$ cat src/rtl/bcd_chain_pkg.sv
// -----------------------------------------------------------------------------
// bcd_chain_pkg
// Shared types and constants for the BCD decade chain and its serialiser.
//   bcd_t       : one packed BCD digit (4 bits)
//   BCD_MAX     : largest legal BCD digit value (9)
//   ser_state_t : serialiser FSM states (IDLE, SEND)
// -----------------------------------------------------------------------------
package bcd_chain_pkg;

    typedef logic [3:0] bcd_t;

    localparam bcd_t BCD_MAX = 4'd9;

    typedef enum logic {
        IDLE = 1'b0,
        SEND = 1'b1
    } ser_state_t;

endpackage

$ cat src/rtl/bcd_digit_chain_digit.sv
// -----------------------------------------------------------------------------
// bcd_digit
// Single decade cell of the BCD chain. Counts 0..9 and wraps to 0.
// Ports:
//   clk       : system clock, rising edge
//   rst       : asynchronous reset, active-high (value -> 0)
//   clr       : synchronous clear (value -> 0), wins over en
//   en        : chain-wide increment enable
//   carry_in  : all lower digits are 9 (tie high for digit 0)
//   value     : current BCD digit
//   carry_out : carry_in & (value == 9); feeds the next digit's carry_in
// -----------------------------------------------------------------------------
module bcd_digit
    import bcd_chain_pkg::*;
(
    input  logic clk,
    input  logic rst,
    input  logic clr,
    input  logic en,
    input  logic carry_in,
    output bcd_t value,
    output logic carry_out
);

    // NOTE: sequential state is assigned with <= so every cell samples the
    // pre-edge values of its neighbours; blocking assignments here would make
    // the result depend on process evaluation order.
    always_ff @(posedge clk or posedge rst) begin
        if (rst) begin
            value <= '0;
        end else if (clr) begin
            value <= '0;
        end else if (en && carry_in) begin
            value <= (value == BCD_MAX) ? bcd_t'(0) : value + 4'd1;
        end
    end

    assign carry_out = carry_in & (value == BCD_MAX);

endmodule

$ cat src/rtl/bcd_digit_chain.sv
// -----------------------------------------------------------------------------
// bcd_digit_chain
// Multi-digit decimal counter driven by an upstream carry, with a sticky
// overflow flag and a snapshot-and-serialise readout (MSD first, valid/ready).
// Build option: define BCD_CHAIN_SATURATE_EN to hold the digits at all-9 on
// overflow instead of wrapping to all-0.
// Parameters:
//   DIGITS    : number of BCD digits (1..8)
// Ports:
//   clk, rst  : clock, asynchronous active-high reset
//   cin       : count enable (one increment per sampled-high cycle)
//   clr       : synchronous clear of digits and ovf (highest priority)
//   hold      : freeze counting, cin ignored
//   digits    : BCD value, digit i at [4i+3:4i]
//   ovf       : sticky overflow flag
//   snap_req  : request snapshot + serial readout (ignored while busy)
//   busy      : serialiser active
//   ser_valid, ser_ready, ser_digit, ser_last : serial digit handshake
// -----------------------------------------------------------------------------
module bcd_digit_chain
    import bcd_chain_pkg::*;
#(
    parameter int DIGITS = 3
) (
    input  logic                  clk,
    input  logic                  rst,
    input  logic                  cin,
    input  logic                  clr,
    input  logic                  hold,
    output logic [4*DIGITS-1:0]   digits,
    output logic                  ovf,
    input  logic                  snap_req,
    output logic                  busy,
    output logic                  ser_valid,
    input  logic                  ser_ready,
    output bcd_t                  ser_digit,
    output logic                  ser_last
);

    localparam int IDX_W = (DIGITS > 1) ? $clog2(DIGITS) : 1;

    // ---------------------------------------------------------------- counter
    logic                inc;
    logic                all_nine;
    logic                cell_en;
    logic [DIGITS:0]     carry;
    bcd_t [DIGITS-1:0]   value;

    assign inc      = cin & ~hold & ~clr;
    assign carry[0] = 1'b1;
    // The carry out of the top cell is exactly "every digit is 9".
    assign all_nine = carry[DIGITS];

`ifdef BCD_CHAIN_SATURATE_EN
    // Suppress the increment once full so the chain stays parked at all-9.
    assign cell_en = inc & ~all_nine;
`else
    assign cell_en = inc;
`endif

    for (genvar i = 0; i < DIGITS; i++) begin : g_digit
        bcd_digit u_digit (
            .clk       (clk),
            .rst       (rst),
            .clr       (clr),
            .en        (cell_en),
            .carry_in  (carry[i]),
            .value     (value[i]),
            .carry_out (carry[i+1])
        );
    end

    assign digits = value;

    always_ff @(posedge clk or posedge rst) begin
        if (rst) begin
            ovf <= 1'b0;
        end else if (clr) begin
            ovf <= 1'b0;
        end else if (inc && all_nine) begin
            ovf <= 1'b1;
        end
    end

    // ------------------------------------------------------------- serialiser
    ser_state_t          state;
    ser_state_t          state_next;
    bcd_t [DIGITS-1:0]   snapshot;
    logic [IDX_W-1:0]    idx;

    always_ff @(posedge clk or posedge rst) begin
        if (rst) begin
            state <= IDLE;
        end else begin
            state <= state_next;
        end
    end

    // NOTE: every signal driven from always_comb gets a default on entry;
    // a path that leaves one unassigned would infer a latch.
    always_comb begin
        state_next = state;
        case (state)
            IDLE:    if (snap_req) state_next = SEND;
            SEND:    if (ser_ready && idx == '0) state_next = IDLE;
            default: state_next = IDLE;
        endcase
    end

    // Snapshot captures the pre-edge digits, so a same-cycle clr or inc
    // does not leak into the stream.
    // NOTE: the snapshot bank is reset along with the rest of the state; it is
    // small, and it keeps ser_digit free of X after reset in simulation.
    always_ff @(posedge clk or posedge rst) begin
        if (rst) begin
            snapshot <= '0;
            idx      <= '0;
        end else if (state == IDLE && snap_req) begin
            snapshot <= value;
            idx      <= IDX_W'(DIGITS - 1);
        end else if (state == SEND && ser_ready && idx != '0) begin
            idx      <= idx - 1'b1;
        end
    end

    always_comb begin
        busy      = 1'b0;
        ser_valid = 1'b0;
        ser_digit = '0;
        ser_last  = 1'b0;
        if (state == SEND) begin
            busy      = 1'b1;
            ser_valid = 1'b1;
            ser_digit = snapshot[idx];
            ser_last  = (idx == '0);
        end
    end

endmodule

$ cat config.mk
export PLATFORM = sky130hd
export DESIGN_NAME = bcd_digit_chain
export DESIGN_NICKNAME = d
export VERILOG_FILES = /design/src/rtl/bcd_chain_pkg.sv /design/src/rtl/bcd_digit_chain_digit.sv /design/src/rtl/bcd_digit_chain.sv
export SDC_FILE = /design/constraint.sdc
export NUM_CORES = 1
export LEC_CHECK = 0
export BUFFER_PORTS_ARGS = -buffer_cell sky130_fd_sc_hd__buf_2
export CAP_MARGIN = 20
export CORE_UTILIZATION = 30
export CTS_BUF_LIST = sky130_fd_sc_hd__clkbuf_4 sky130_fd_sc_hd__clkbuf_8 sky130_fd_sc_hd__clkbuf_16
export DETAILED_ROUTE_END_ITERATION = 8
export REMOVE_ABC_BUFFERS = 1
export SLEW_MARGIN = 20
export SYNTH_ARGS = -nofsm -noshare
export SYNTH_HDL_FRONTEND = slang
export SYNTH_SLANG_ARGS = --single-unit
$ cat constraint.sdc
create_clock -name clk -period 1.5 [get_ports clk]
set_input_delay 0.225 -clock clk [delete_from_list [all_inputs] [get_ports clk]]
set_output_delay 0.225 -clock clk [all_outputs]
set_load 0.1 [all_outputs]
# After elaboration in Yosys (flattened, before gate mapping)
# Index checks and enable logic that the tools add are counted.
# word_totals
regBits	28
inputBits	7
# classes
n_addsub	4
magnitude_cmp	1
eq_ne	3
mux	21
bitwise	7
n_reduce_logical	14
# ops
cell	n
$mux W4	11
$add A4 B1 Y4 const B	3
$eq A4 B4 Y1 const B	3
$reduce_bool A2 Y1	6
$bmux W4 S2	1
$logic_and A1 B1 Y1	7
$mux W1	6
$and A1 B1 Y1	4
$mux W2	2
$lt A2 B3 Y1 const B	1
$not A1 Y1	3
$logic_not A2 Y1	1
$pmux W1 S2	1
$sub A2 B1 Y2 const B	1

# Longest topological paths before layout
# Gate-level depths: netlist (run 1).
# depth
depth_word	6
ltp_mapped	7
depth_no_buf	6

# Hierarchy
# Synthesis (run 1) repeated with hierarchy kept, for this count alone.
# unflattened
hier_cells	144
hier_area_um2	1521.5
# by_module_without_submodules
mod	n_inst	cells_each	area_each_um2	seq_area_each_um2
bcd_digit_chain	1	66	815.8	400.4
bcd_digit	3	26	235.2	100.1

# Worst setup path after synthesis (run 1)
# Ideal clock, no wire load.
# synth_path
path_type	register -> register
from	register state
to	register state
setup_time_ns	0.162
arrival_time_ns	2.177
required_time_ns	1.338
slack_ns	-0.839
stages_incl_launch_ff	4
synth_period_minus_slack_ns	2.339
path_cell_list	dfrtp_1 > clkbuf_1 > and2_1 > a21oi_1
# synth_between
elab_chain_len	2
# synth_lines
element	line_no	text
from (decl)	bcd_digit_chain.sv:86	ser_state_t state;
from (signal assigned)	bcd_digit_chain.sv:95	state <= state_next;
$not A1 Y1	-	
$pmux W1 S2 *	bcd_digit_chain.sv:103	case (state)
named net state_next	bcd_digit_chain.sv:87	ser_state_t state_next;
# Mark *: on every way through the listed nets, which the timed path passes. The rest lies on a longest branch.
# A chain may end at the register's enable or synchronous reset.

# Worst setup path after layout (run 1)
# layout_path
from	register idx[1]
to	output ser_digit[3]
# layout_between
elab_chain_len	3
# layout_lines
element	line_no	text
from (decl)	bcd_digit_chain.sv:89	logic [IDX_W-1:0] idx;
from (signal assigned)	bcd_digit_chain.sv:120	idx <= IDX_W'(DIGITS - 1);
from (signal assigned)	bcd_digit_chain.sv:122	idx <= idx - 1'b1;
$bmux W4 S2	bcd_digit_chain.sv:134	ser_digit = snapshot[idx];
$mux W4 (implied by the code)	bcd_digit_chain.sv:134	
$mux W4	bcd_digit_chain.sv:131	if (state == SEND) begin
to (decl)	bcd_digit_chain.sv:36	output bcd_t ser_digit,
# Every way passes these cells. The select of a mux whose other input is x is not followed.

==> flow_summary.ini, run 1 <==
[outcome]
status = complete, but fails checks
violations = negative hold slack, negative setup slack

[synth]
synthAdderAreaFrac = 0.0576
ys.flop_type = dfrtp_1
synth_top_family_by_area = simple AND/OR/NAND/NOR gates
synthArstFlopShare = 1.00
synth_most_common_cell = dfrtp_1
syn-mean-instance-area_um2 = 10.4
synth_area_mm2 = 0.00152
synth_seq_area_share = 0.461
synth_compound_area_frac = 0.108
synth_mux_area_frac = 0.128
synthSimpleGateAreaFrac = 0.191
yosys.area.top_type = dfrtp_1
synthXorXnorAreaFrac = 0.0115
synth_cells = 147
ys_types = 34
synth_common_cells = dfrtp_1, nand2_1, mux2_2, nor2_1, a21oi_1
synth-seq-cells = 28
synth_area_leaders = dfrtp_1, mux2_2, ha_1
yosysTopAreaCellShare = 0.461
ys_warn_count = 0
synth_edf_count = 0

[timing]
max-slew-margin-rel = 0.679
setup_viol = 5
final-hold-violation-count = 10
finalCritPeriodShare = 1.07
rsz0062_at_grt = true
worst_slack_ns = -0.111
drv_slew = 0
tightest_slew_ns = 0.485
maxClockFrequency_mhz = 621
fin_crit_ns = 1.61
fin_tns_setup_ns = -0.459
hold_slack_ns = -0.00437
finalClockSkew_ns = 0.0132

[hold_path]
hold_path.class = in2async

[critical_path]
critPathArrivalTime_ns = 1.39
critPathMaxStageDelay_ns = 0.49
cp-start-kind = flip-flop
endpoint_kind = output pin
path_max_fanout = 6
rr_worst_depth = 6
r2r_end = g_digit[2].u_digit.value[2]$_DFFE_PP0P_
crit_start = idx[1]$_DFFE_PP0P_
path_cells = mux2i_1, o21ai_1, and2_4, buf_12
crit_slowest_cell = dfrtp_2
r2r-start = g_digit[1].u_digit.value[1]$_DFFE_PP0P_
r2r_slack_ns = 0.07
path_delay_family = flip-flops
crit_type = reg2out
worstPathRequired_ns = 1.27
endpoint = ser_digit[3]
cp.depth = 4
path_buf_inv = 1

[routing]
drtPass1Iterations = 4
drt-vias-per-instance = 4.59
wirelength_um = 3160
wl_per_cell_um = 12.2
num_vias = 1184
drt_iter0_markers = 48
drcViolationCount = 0
drtAntennaViolNets = 0

[place]
routabilityCongestion = 0.835
post-place-ws_ns = 0.0302
port_buffers = 26
dp.cells = 246
dp_hpwl_um = 2280

[cts]
numCtsBuffers = 3
clk_path_buf_depth = 2
cts-root-buf = clkbuf_8
cts_sinks = 28
clkTransAtPathRegs_ns = 0.10
ctsHtreeMaxLevel = 1
insertion_delay_ns = 0.27
cts_tree = yes
cts_hold_buffers = 0

[run]
maxCapViolations = 0

[pwr]
power.leakage_nw = 1.05
vdd_drop_max_mv = 0.539
power_density_mw_per_mm2 = 1210

[final_layout]
final_nets = 206
area_growth_pct = 39.5
drive_above_1_share = 0.471
final_cells = 258
diodes = 0
final_core_util = 0.443

[die]
core_area_mm2 = 0.00479
die_h_um = 73.2
row_count = 25
ios = 27
die_area_mm2 = 0.00536
start_util = 0.318
dieWidth_um = 73.2

[global_routing]
grt_util_all_layers = 0.134
grt_first_pass_wirelength_um = 5570
grt_max_degree = 29
antenna_found_initial = 0
overflow = 0
grt_pass1_vias = 1157
-- cells in the final DEF (no fill, tap or decap), types with 2 or more instances in the layout --
master    synthesis  layout
dfrtp_1          28      26
buf_4             1      21
buf_2             1      14
mux2_2           12      12
nand2_1          13      12
nor2_1           12      11
a21oi_1          10      10
buf_12            0       7
mux2i_1           6       6
and2_4            0       5
clkbuf_4          0       5
inv_1             6       4
ha_1              7       4
clkbuf_8          0       4
nand2b_1          3       3
nor3_1            3       3
o21ai_0           7       3
ha_4              0       3
nor2b_1           3       2
nor3_4            2       2
nand3b_1          2       2
inv_2             0       2
o21ai_2           0       2
o21ai_1           0       2
o31ai_1           3       2
nand3_1           3       2
xnor2_1           2       2
a22oi_1           2       2
dfrtp_2           0       2
-- per-layer routing --
| layer | wire length, µm | share of wire | GRT usage | vias up |
|---|---|---|---|---|
| li1 | - | - | - | 602 |
| met1 | 1630 | 0.52 | 0.198 | 557 |
| met2 | 1440 | 0.46 | 0.210 | 23 |
| met3 | 76 | 0.024 | 0.0166 | 2 |
| met4 | 15 | 0.0048 | 0.0261 | 0 |
| met5 | 0 | 0 | 0 | - |
-- cell type report --
cell class | instances | area [µm²]
Clock buffer | 4 | 55.1
Fill cell | 461 | 2660
Inverter | 6 | 22.5
Multi-Input combinational cell | 105 | 841
Sequential cell | 28 | 703
Tap cell | 67 | 83.8
Timing Repair Buffer | 48 | 417
-- worst register-to-register path: stages (launching register included) --
cell      delay [ns]
dfrtp_1         0.40
inv_2           0.08
ha_4            0.13
nand3b_1        0.14
nor3_4          0.32
a21bo_2         0.19
a21oi_1         0.05
-- flip-flops by register name, indices dropped and copies added, names as in the netlist --
register / flops
state: 1
ovf: 1
idx: 2
g_digit.u_digit.value: 12
snapshot: 12
-- kinds of logic (layout without fill, tap and decap cells) --
family                   after synthesis  count (layout)
AND/OR/NAND/NOR                       51              51
adder cells (fa/ha/maj)                7               7
XOR/XNOR                               2               2
AO/OA/AOI/OAI                         27              27
multiplexers                          18              18
flip-flops                            28              28
buffers and inverters                 14              58
-- worst min path at each step --
| stage | from | end | slack, ns | cells past startpoint |
|---|---|---|---|---|
| after floorplan | clr | g_digit[0].u_digit.value[2]$_DFFE_PP0P_ | 0.28 | 1 |
| after global placement | rst | ovf$_DFFE_PP0P_ | 0.31 | 3 |
| after detailed placement | rst | ovf$_DFFE_PP0P_ | 0.31 | 3 |
| after CTS | rst | ovf$_DFFE_PP0P_ | 0.01 | 3 |
| after global routing | rst | g_digit[2].u_digit.value[0]$_DFFE_PP0P_ | 0.03 | 3 |
| final | rst | g_digit[1].u_digit.value[1]$_DFFE_PP0P_ | -0.004 | 3 |
-- report_power, final --
group / internal (mW) / switching, mW / total (mW) / leakage, nW
clock: 0.235 / 0.230 / 0.465 / 0.0288
combinational: 0.512 / 0.675 / 1.19 / 0.643
sequential: 0.819 / 0.0995 / 0.919 / 0.379
-- what timing repair did --
action	4_1_cts	5_1_grt
buffers inserted	4	4
endpoints found under the setup margin	5	15
resized for setup	19	18
pin swaps	8	7
-- per-stage QoR --
stage / instance area, µm² / hold slack, ns / power [mW]
after floorplan: 1480 / 0.281 / 1.55
after global placement: 1900 / 0.309 / 1.89
after detailed placement: 1900 / 0.311 / 1.91
after CTS: 2020 / 0.0121 / 2.52
after global routing: 2120 / 0.0292 / 2.71
final: 2120 / -0.00437 / 2.57
(Power assumes the default switching activity.)
==> inputs of run 2 (changes only) <==
--- a/config.mk
+++ b/config.mk
@@ -10,6 +10,7 @@
 export CORE_UTILIZATION = 30
 export CTS_BUF_LIST = sky130_fd_sc_hd__clkbuf_4 sky130_fd_sc_hd__clkbuf_8 sky130_fd_sc_hd__clkbuf_16
 export DETAILED_ROUTE_END_ITERATION = 8
+export MAX_ROUTING_LAYER = met4
 export REMOVE_ABC_BUFFERS = 1
 export SLEW_MARGIN = 20
 export SYNTH_ARGS = -nofsm -noshare
==> constraint.sdc (replaced) <==
create_clock -name clk -period 1.6 [get_ports clk]
set_input_delay 0.24 -clock clk [delete_from_list [all_inputs] [get_ports clk]]
set_output_delay 0.24 -clock clk [all_outputs]
set_load 0.1 [all_outputs]
==> run 2 against run 1 <==
The flow finishes with violations (negative setup slack). Largest power group is now sequential cells. Clock power down 5.8%. Non-clock buffer count down 7. Highest routed layer is now met3. Critical path type unchanged. Worst hold slack better by 0.011 ns. Sequential power down 4.1%. Clock-buffer cell count unchanged. Design area down 7.8%. First-iteration DRC count up 88%. Die area unchanged. Total power down 15%.
==> flow_summary.ini, run 2 (synthesis gave the netlist of run 1 again) <==
[outcome]
status = complete, but fails checks
violations = negative setup slack

[global_routing]
grt_pass1_vias = 1109
overflow = 0
antenna_found_initial = 0
grt_first_pass_wirelength_um = 5230
grt_util_all_layers = 0.129
grt_max_degree = 29

[cts]
clkTransAtPathRegs_ns = 0.09
ctsHtreeMaxLevel = 1
cts_tree = yes
numCtsBuffers = 3
cts_sinks = 28
cts-root-buf = clkbuf_8
insertion_delay_ns = 0.27
clk_path_buf_depth = 2

[final_layout]
area_growth_pct = 28.6
n_fill_cell = 467
fin_area_mm2 = 0.00196
diodes = 0
final_cell_mix = dfrtp_1, buf_2, buf_4, nand2_1
drive_above_1_share = 0.375
largestRegisters = g_digit.u_digit.value: 12 flops, snapshot: 12 flops, idx: 2 flops
final_core_util = 0.409
final_nets = 199
final_common_cell = dfrtp_1

[place]
dp_hpwl_um = 2230
routabilityCongestion = 0.775
placed_area_mm2 = 0.00184
port_buffers = 26

[pwr]
seqPwrFrac = 0.402
vdd_drop_max_mv = 0.650
power.switching_uw = 886
power_density_mw_per_mm2 = 1120
intPower_mw = 1.31
sw_frac_of_total = 0.404
combPwrFrac = 0.399
pwr-share-clk = 0.200
power.leakage_nw = 0.993
total_power_mw = 2.19

[routing]
drt-vias-per-instance = 4.61
num_vias = 1158
wl_per_cell_um = 12.3
drcViolationCount = 0
drt_iter0_markers = 90
wirelength_um = 3100
drtAntennaViolNets = 0
drtPass1Iterations = 4

[critical_path]
cp-start-kind = flip-flop
critPathArrivalTime_ns = 1.41
endpoint_kind = output pin
path_max_fanout = 8
worstPathRequired_ns = 1.36
crit_type = reg2out

[die]
die_h_um = 73.2
die_area_mm2 = 0.00536
ios = 27
core_area_mm2 = 0.00479
start_util = 0.318
row_count = 25
dieWidth_um = 73.2

[timing]
finalClockSkew_ns = 0.00156
finalCritPeriodShare = 1.03
fin_tns_setup_ns = -0.175
drv_slew = 0
final-hold-violation-count = 0
tightest_slew_ns = 0.490
fin_crit_ns = 1.65
max-slew-margin-rel = 0.675
maxClockFrequency_mhz = 604
worst_slack_ns = -0.0546
rsz0062_at_grt = true
setup_viol = 5

[hold_path]
hold_path.class = in2async

[run]
maxCapViolations = 0
[run 2: changes by cell type in the layout (fill, tap and decap cells not counted), moves of 3 or more]
cell,previous run,this run
ha_4,3,0
clkbuf_4,5,0
o21ai_1,2,5
ha_1,4,7
buf_4,21,15
buf_2,14,21
[run 2: per-layer routing]
| metal | track usage | vias to the layer above | share of wire |
|---|---|---|---|
| li1 | - | 583 | - |
| met1 | 0.185 | 553 | 0.49 |
| met2 | 0.194 | 22 | 0.48 |
| met3 | 0.0124 | 0 | 0.032 |
| met4 | 0.0327 | 0 | 0 |
| met5 | - | - | 0 |
[run 2: path summary, 6_finish.rpt]
| check | from | to | slack, ns | cells past startpoint |
|---|---|---|---|---|
| hold reg to reg | ovf$_DFFE_PP0P_ | ovf$_DFFE_PP0P_ | 0.51 | 2 |
| max in group asynchronous | rst | idx[1]$_DFFE_PP0P_ | 1.31 | 3 |
| setup reg to reg | g_digit[0].u_digit.value[1]$_DFFE_PP0P_ | g_digit[2].u_digit.value[1]$_DFFE_PP0P_ | 0.12 | 6 |
| setup / recovery | idx[1]$_DFFE_PP0P_ | ser_digit[0] | -0.05 | 4 |
| min in group clk | ser_ready | state$_DFF_PP0_ | 0.14 | 2 |
| hold / removal | rst | g_digit[2].u_digit.value[0]$_DFFE_PP0P_ | 0.007 | 3 |
[run 2: timing repair]
action / CTS / global route
gates resized for setup: 9 / 4
hold buffers: 0 / 0
buffers inserted: 3 / 2
pin swaps: 3 / 1
endpoints found under the setup margin: 5 / 8
[run 2: final cells by class]
| type | count | area, µm² | share of cell area |
|---|---|---|---|
| Multi-Input combinational cell | 105 | 774 | 0.396 |
| Timing Repair Buffer | 41 | 318 | 0.162 |
| Tap cell | 67 | 83.8 | 0.0428 |
| Sequential cell | 28 | 703 | 0.359 |
| Inverter | 6 | 22.5 | 0.0115 |
| Clock buffer | 4 | 55.1 | 0.0281 |
[run 2: metrics by stage]
stage               cells  hold WS (ns)  setup WS [ns]
floorplan             139         0.296          -1.25
global placement      242         0.321          0.110
finish                251       0.00658        -0.0546
global route          251        0.0322         -0.130
CTS                   249        0.0224        -0.0639
detailed placement    242         0.325          0.114
[run 2: power groups by stage]
stage	Clock (mW)	Combinational, mW	Sequential, mW
6_report	0.438	0.874	0.881
3_3_place_gp	0	0.783	0.888
4_1_cts	0.448	0.866	0.879
2_1_floorplan	0	0.398	1.05
3_5_place_dp	0	0.790	0.892
5_1_grt	0.474	0.936	0.899
[run 2: critical path: stages, from the launching register on]
cell     delay, ns
dfrtp_2       0.50
mux2i_1       0.14
o21ai_1       0.16
and2_4        0.17
buf_12        0.16
